$ cat src/rtl/dp_ram_if.sv
// Dual-port memory bus: one write port and one registered read port, plus
// responder status flags. The driver uses master, the RAM uses slave.
interface dp_ram_if #(
  parameter int DEPTH  = 16,
  parameter int DWIDTH = 8,
  parameter int AWIDTH = $clog2(DEPTH)
);
  logic              wr_enbl;
  logic [AWIDTH-1:0] wr_addr;
  logic [DWIDTH-1:0] wr_data;
  logic              rd_enbl;
  logic [AWIDTH-1:0] rd_addr;
  logic [DWIDTH-1:0] rd_data;
  logic              rd_valid;
  logic              rd_err;
  logic              init_busy;
  logic              req_dropped;

  modport master (
    output wr_enbl, wr_addr, wr_data, rd_enbl, rd_addr,
    input  rd_data, rd_valid, rd_err, init_busy, req_dropped
  );

  modport slave (
    input  wr_enbl, wr_addr, wr_data, rd_enbl, rd_addr,
    output rd_data, rd_valid, rd_err, init_busy, req_dropped
  );
endinterface

$ cat src/rtl/dp_ram_responder.sv
// Simple dual-port RAM responder with a post-reset zeroing sweep, per-word
// written tracking and error flagging of unwritten / out-of-range reads.
module dp_ram_responder #(
  parameter int DEPTH  = 16,
  parameter int DWIDTH = 8,
  parameter int AWIDTH = $clog2(DEPTH)
) (
  input  logic     clk,
  input  logic     rst,
  dp_ram_if.slave  bus
);

  typedef enum logic {S_INIT, S_RUN} state_t;

  // DEPTH need not be a power of two, so range checks use one extra bit.
  localparam logic [AWIDTH:0]   DEPTH_X  = (AWIDTH + 1)'(DEPTH);
  localparam logic [AWIDTH-1:0] LAST_IDX = AWIDTH'(DEPTH - 1);

  state_t            state_q, state_d;
  logic [AWIDTH-1:0] init_cnt;
  logic [DWIDTH-1:0] mem [DEPTH];
  logic [DEPTH-1:0]  written;
  logic              dropped;

  logic              busy_p0;
  logic              sweep_p0;
  logic              wr_in_p0;
  logic              rd_in_p0;
  logic              wr_go_p0;
  logic              rd_go_p0;
  logic              bypass_p0;

  logic [DWIDTH-1:0] data_p1;
  logic              vld_p1;
  logic              err_p1;

  always_ff @(posedge clk or posedge rst) begin
    if (rst) state_q <= S_INIT;
    else     state_q <= state_d;
  end

  // Stage p0: request decode against current FSM state
  always_comb begin
    state_d   = state_q;
    busy_p0   = 1'b0;
    sweep_p0  = 1'b0;
    case (state_q)
      S_INIT: begin
        busy_p0  = 1'b1;
        sweep_p0 = 1'b1;
        if (init_cnt == LAST_IDX) state_d = S_RUN;
      end
      S_RUN:   state_d = S_RUN;
      default: state_d = S_INIT;
    endcase
    wr_in_p0  = ({1'b0, bus.wr_addr} < DEPTH_X);
    rd_in_p0  = ({1'b0, bus.rd_addr} < DEPTH_X);
    wr_go_p0  = !busy_p0 && bus.wr_enbl && wr_in_p0;
    rd_go_p0  = !busy_p0 && bus.rd_enbl;
    bypass_p0 = wr_go_p0 && rd_in_p0 && (bus.wr_addr == bus.rd_addr);
  end

  // The array itself is never reset; the INIT sweep is what zeroes it.
  always_ff @(posedge clk) begin
    if (sweep_p0)      mem[init_cnt]    <= '0;
    else if (wr_go_p0) mem[bus.wr_addr] <= bus.wr_data;
  end

  // Stage p1: registered read response and control state
  always_ff @(posedge clk or posedge rst) begin
    if (rst) begin
      init_cnt <= '0;
      written  <= '0;
      dropped  <= 1'b0;
      data_p1  <= '0;
      vld_p1   <= 1'b0;
      err_p1   <= 1'b0;
    end else begin
      if (sweep_p0) init_cnt <= init_cnt + 1'b1;
      if (busy_p0 && (bus.wr_enbl || bus.rd_enbl)) dropped <= 1'b1;
      if (wr_go_p0) written[bus.wr_addr] <= 1'b1;
      vld_p1 <= rd_go_p0;
      err_p1 <= 1'b0;
      if (rd_go_p0) begin
        if (!rd_in_p0) begin
          data_p1 <= '0;
          err_p1  <= 1'b1;
        end else if (bypass_p0) begin
          data_p1 <= bus.wr_data;
        end else begin
          // Unwritten words read back the zero left by the sweep.
          data_p1 <= mem[bus.rd_addr];
          err_p1  <= !written[bus.rd_addr];
        end
      end
    end
  end

  assign bus.rd_data     = data_p1;
  assign bus.rd_valid    = vld_p1;
  assign bus.rd_err      = err_p1;
  assign bus.init_busy   = busy_p0;
  assign bus.req_dropped = dropped;

endmodule

$ cat src/flat_wrapper.sv
// flat-port wrapper written by rule: the top's interface ports become plain ports
module dp_ram_responder_flat 
#(
  parameter int DEPTH  = 16,
  parameter int DWIDTH = 8,
  parameter int AWIDTH = $clog2(DEPTH)
)
  (clk, rst, bus_wr_enbl, bus_wr_addr, bus_wr_data, bus_rd_enbl, bus_rd_addr, bus_rd_data, bus_rd_valid, bus_rd_err, bus_init_busy, bus_req_dropped);
  dp_ram_if #(.DEPTH(DEPTH), .DWIDTH(DWIDTH), .AWIDTH(AWIDTH)) bus_i ();
  input  logic clk;
  input  logic rst;
  input wire logic [$bits(bus_i.wr_enbl)-1:0] bus_wr_enbl;
  input wire logic [$bits(bus_i.wr_addr)-1:0] bus_wr_addr;
  input wire logic [$bits(bus_i.wr_data)-1:0] bus_wr_data;
  input wire logic [$bits(bus_i.rd_enbl)-1:0] bus_rd_enbl;
  input wire logic [$bits(bus_i.rd_addr)-1:0] bus_rd_addr;
  output wire logic [$bits(bus_i.rd_data)-1:0] bus_rd_data;
  output wire logic [$bits(bus_i.rd_valid)-1:0] bus_rd_valid;
  output wire logic [$bits(bus_i.rd_err)-1:0] bus_rd_err;
  output wire logic [$bits(bus_i.init_busy)-1:0] bus_init_busy;
  output wire logic [$bits(bus_i.req_dropped)-1:0] bus_req_dropped;
  assign bus_i.wr_enbl = bus_wr_enbl;
  assign bus_i.wr_addr = bus_wr_addr;
  assign bus_i.wr_data = bus_wr_data;
  assign bus_i.rd_enbl = bus_rd_enbl;
  assign bus_i.rd_addr = bus_rd_addr;
  assign bus_rd_data = bus_i.rd_data;
  assign bus_rd_valid = bus_i.rd_valid;
  assign bus_rd_err = bus_i.rd_err;
  assign bus_init_busy = bus_i.init_busy;
  assign bus_req_dropped = bus_i.req_dropped;
  dp_ram_responder #(.DEPTH(DEPTH), .DWIDTH(DWIDTH), .AWIDTH(AWIDTH)) u_core (.clk(clk), .rst(rst), .bus(bus_i));
endmodule
$ cat config.mk
export PLATFORM = sky130hd
export DESIGN_NAME = dp_ram_responder_flat
export DESIGN_NICKNAME = d
export VERILOG_FILES = /design/src/rtl/dp_ram_if.sv /design/src/rtl/dp_ram_responder.sv /design/src/flat_wrapper.sv
export SDC_FILE = /design/constraint.sdc
export NUM_CORES = 1
export LEC_CHECK = 0
export BUFFER_PORTS_ARGS = -buffer_cell sky130_fd_sc_hd__buf_2
export CAP_MARGIN = 20
export CORE_MARGIN = 3
export CORE_UTILIZATION = 50
export CTS_CLUSTER_DIAMETER = 150
export DETAILED_ROUTE_END_ITERATION = 8
export HOLD_SLACK_MARGIN = 0.1
export PLACE_DENSITY = 0.66
export SLEW_MARGIN = 20
export SYNTH_ARGS = -nofsm -noshare
export SYNTH_HDL_FRONTEND = slang
export SYNTH_SLANG_ARGS = --single-unit
$ cat constraint.sdc
create_clock -name clk -period 2.42 [get_ports clk]
set_clock_uncertainty 0.05 [all_clocks]
set_input_delay 0.121 -clock clk [delete_from_list [all_inputs] [get_ports clk]]
set_output_delay 0.121 -clock clk [all_outputs]
set_load 0.02 [all_outputs]
==> metrics.md <==
| Metric | Value |
|---|---|
| Fmax | 488 MHz |
| Crit path DAT | 2050 ps |
| Mapped Nets | 389 |
| Worst hold path endpoint | u_core.bus.rd_err |
| Most common cell in the netlist | edfxtp_1 |
| Drt drc | 0 |
| Share of layout cells above drive strength 1 | 0.243 |
| Fin Hold WS | 133 ps |
| Worst slew margin | 0.513 |
| Synth Instances | 368 |
| Hold Vio Cnt, Final | 0 |
| FP Rows | 41 |
| RR Startpoint | u_core.state_q |
| Least-Margin Pin Slew | 727 ps |
| CTS tree | done |
| CTS HTree Levels | 4 |
| Initial antenna violation count | 0 |
| Fraction of the cycle the final worst path needs | 0.847 |
| Cell taking the most area after synthesis | edfxtp_1 |
| First-pass GRT wire length | 20500 um |
| Maximum vdd ir drop | 0.000492 V |
| Ranking of synthesized cells by area | edfxtp_1 (58%), dfrtp_1 (12%), mux4_2 (7.2%) |
| Inst Count DP | 577 |
| Synth warnings | 0 |
| Async SR Flop Fraction | 0.200 |
| Largest net degree at the start of global routing | 33 |
| CP max FO | 11 |
| Top cell type's share of synthesized area | 0.583 |
| R2r setup slk | 370 ps |
| Distinct cells, synth | 43 |
| Top_reg_cell synth | edfxtp_1 |
| Skew-Pair Late Insertion Delay | 420 ps |
| DRT Wirelength | 12800 um |
| P&R area growth vs syn | 16.9% |
| R2R Path End | u_core.mem[2][5] |
| RSZ-0062 raised after global routing | false |
| Clock Root Buffer | clkbuf_16 |
| IO Port Bufs | 31 |
| Status | finished, final reports clean |
| Mapped Area | 6590 um^2 |
| Ports | 32 |
| Flop and latch count out of synthesis | 160 |
| Fin crit period | 2050 ps |
| CP startpoint kind | flip-flop |
| DP Area | 7020 um^2 |
| Ant. Diodes | 0 |
| HP Class | primary input to flip-flop |
| Setup Viol. Count Final | 0 |
| Overall power | 5.88 mW |
| DIE AREA | 14600 um^2 |
| Die Width | 121 um |
| Setup_tns | 0 ps |
| Crit path launch | u_core.state_q |
| Synth cell count leaders | edfxtp_1 (128), dfrtp_1 (32), nor2_1 (31) |
| Vias in the first global route | 3626 |
| GRT Util Overall | 0.190 |
| Die Y | 121 um |
| Fin area | 7710 um^2 |
| 1st-pass router iterations | 4 |
| Clk slew on worst S/H paths | 60 ps |
| Kind of critical path | flip-flop to flip-flop |
| Lkg Pwr | 3.01 nW |
| Layout Cells excl Fill | 625 |
| Core area | 12800 um^2 |
| CTS Buffer Depth | 2 |
| CP endpoint kind | flip-flop |
| Mean Syn Cell Area | 17.9 um^2 |
| Drt via density | 5.76 |
| Via Count | 3599 |
| R2R depth | 5 |
| Starting density of the core | 0.516 |
| Clk sinks | 160 |
| Worst Hold Launch | bus_rd_addr[2] |
| Post-synth EDFFs | 128 |
| Sequential area share after synthesis | 0.704 |
| CP Data Required Time | 2420 ps |
| Routed WL per cell | 20.5 um |
| CTS buffer count | 17 |
| DP Wirelength | 8470 um |
| Final RePlAce weighted congestion | 0.827 |
| PD cells | 763 nW/um^2 |
| Final-report max-slew violation count | 0 |
| Hold Path Depth | 3 |
| Max cap viols | 0 |
| Fin nets | 461 |
| Gr ovfl total | 0 |
| Post-CTS Setup Bufs | 0 |
| DRT antenna net count | 0 |
| Iteration-0 DRC Markers | 335 |
what timing repair did:
action / CTS / global route
resized for setup: 0 / 0
hold buffers: 16 / 0
endpoints found under the hold margin: 51 / 0
endpoints found under the setup margin: 0 / 0
routing by layer:
metal | vias up | GRT usage | wire [um]
li1 | 1617 | - | -
met1 | 1845 | 0.270 | 5700
met2 | 120 | 0.294 | 6240
met3 | 17 | 0.0430 | 735
met4 | 0 | 0.0666 | 154
met5 | - | 0 | 0
registers in the layout, summed over array words and instances, names as in the netlist:
register,count
u_core.bus.rd_valid,1
u_core.state_q,1
u_core.written,16
u_core.mem,128
u_core.bus.rd_err,1
u_core.init_cnt,4
u_core.bus.rd_data,8
u_core.bus.req_dropped,1
layout by cell type, fill, tap and decap left out, types with 5 or more instances in the layout:
cell type,instances
inv_1,14
mux4_2,21
nor2_1,31
clkbuf_16,17
clkinvlp_4,5
o21bai_1,7
a22o_1,16
buf_2,31
o221ai_1,8
a21o_1,9
edfxtp_1,128
buf_4,21
nand2_1,23
dfrtp_1,32
mux4_1,16
dlygate4sd3_1,16
worst max-delay path, cell delays in order, from the launching register on:
cell and delay (ps):
dfrtp_1 510, nand2_1 110, nor2_1 160, and2_1 170, a21oi_1 90, nor2_1 600
area by class of cell:
cell class                 count  area, um^2
clock buffer                  20         437
clock inverter                12        88.8
sequential                   160        4640
multi-input combinational    177        1760
inverter                      14        52.6
timing repair buffer          70         513
fill                         933        5070
tap                          172         215
stage by stage:
step	setup WS (ps)	utilization
final	371	0.603
after global routing	241	0.603
after CTS	358	0.603
after detailed placement	372	0.550
after global placement	457	0.550
after floorplan	425	-
where the power goes:
group	switching, mW	internal, mW
sequential	0.0377	3.05
combinational	0.234	0.200
clock	1.04	1.31
kinds of logic (layout without fill, tap and decap cells):
family	count (synthesis)	count (layout)	share of synthesized area
flops	160	160	0.704
compound gates	59	59	0.0712
xor+xnor	5	5	0.00664
fa+ha+maj	1	1	0.00190
simple gates	74	74	0.0495
buf+inv	31	116	0.0290
mux	38	38	0.137
worst max-delay path by stage:
| stage | slack (ps) | depth (start not counted) | endpoint |
|---|---|---|---|
| detailed placement | 370 | 5 | u_core.mem[2][7] |
| CTS | 360 | 5 | u_core.mem[2][5] |
| floorplan | 430 | 5 | u_core.mem[10][0] |
| global placement | 460 | 5 | u_core.bus.rd_data[2] |
| global route | 240 | 5 | u_core.mem[2][3] |
| finish | 370 | 5 | u_core.mem[2][5] |
Note: power is estimated with default switching activity, not from simulation.
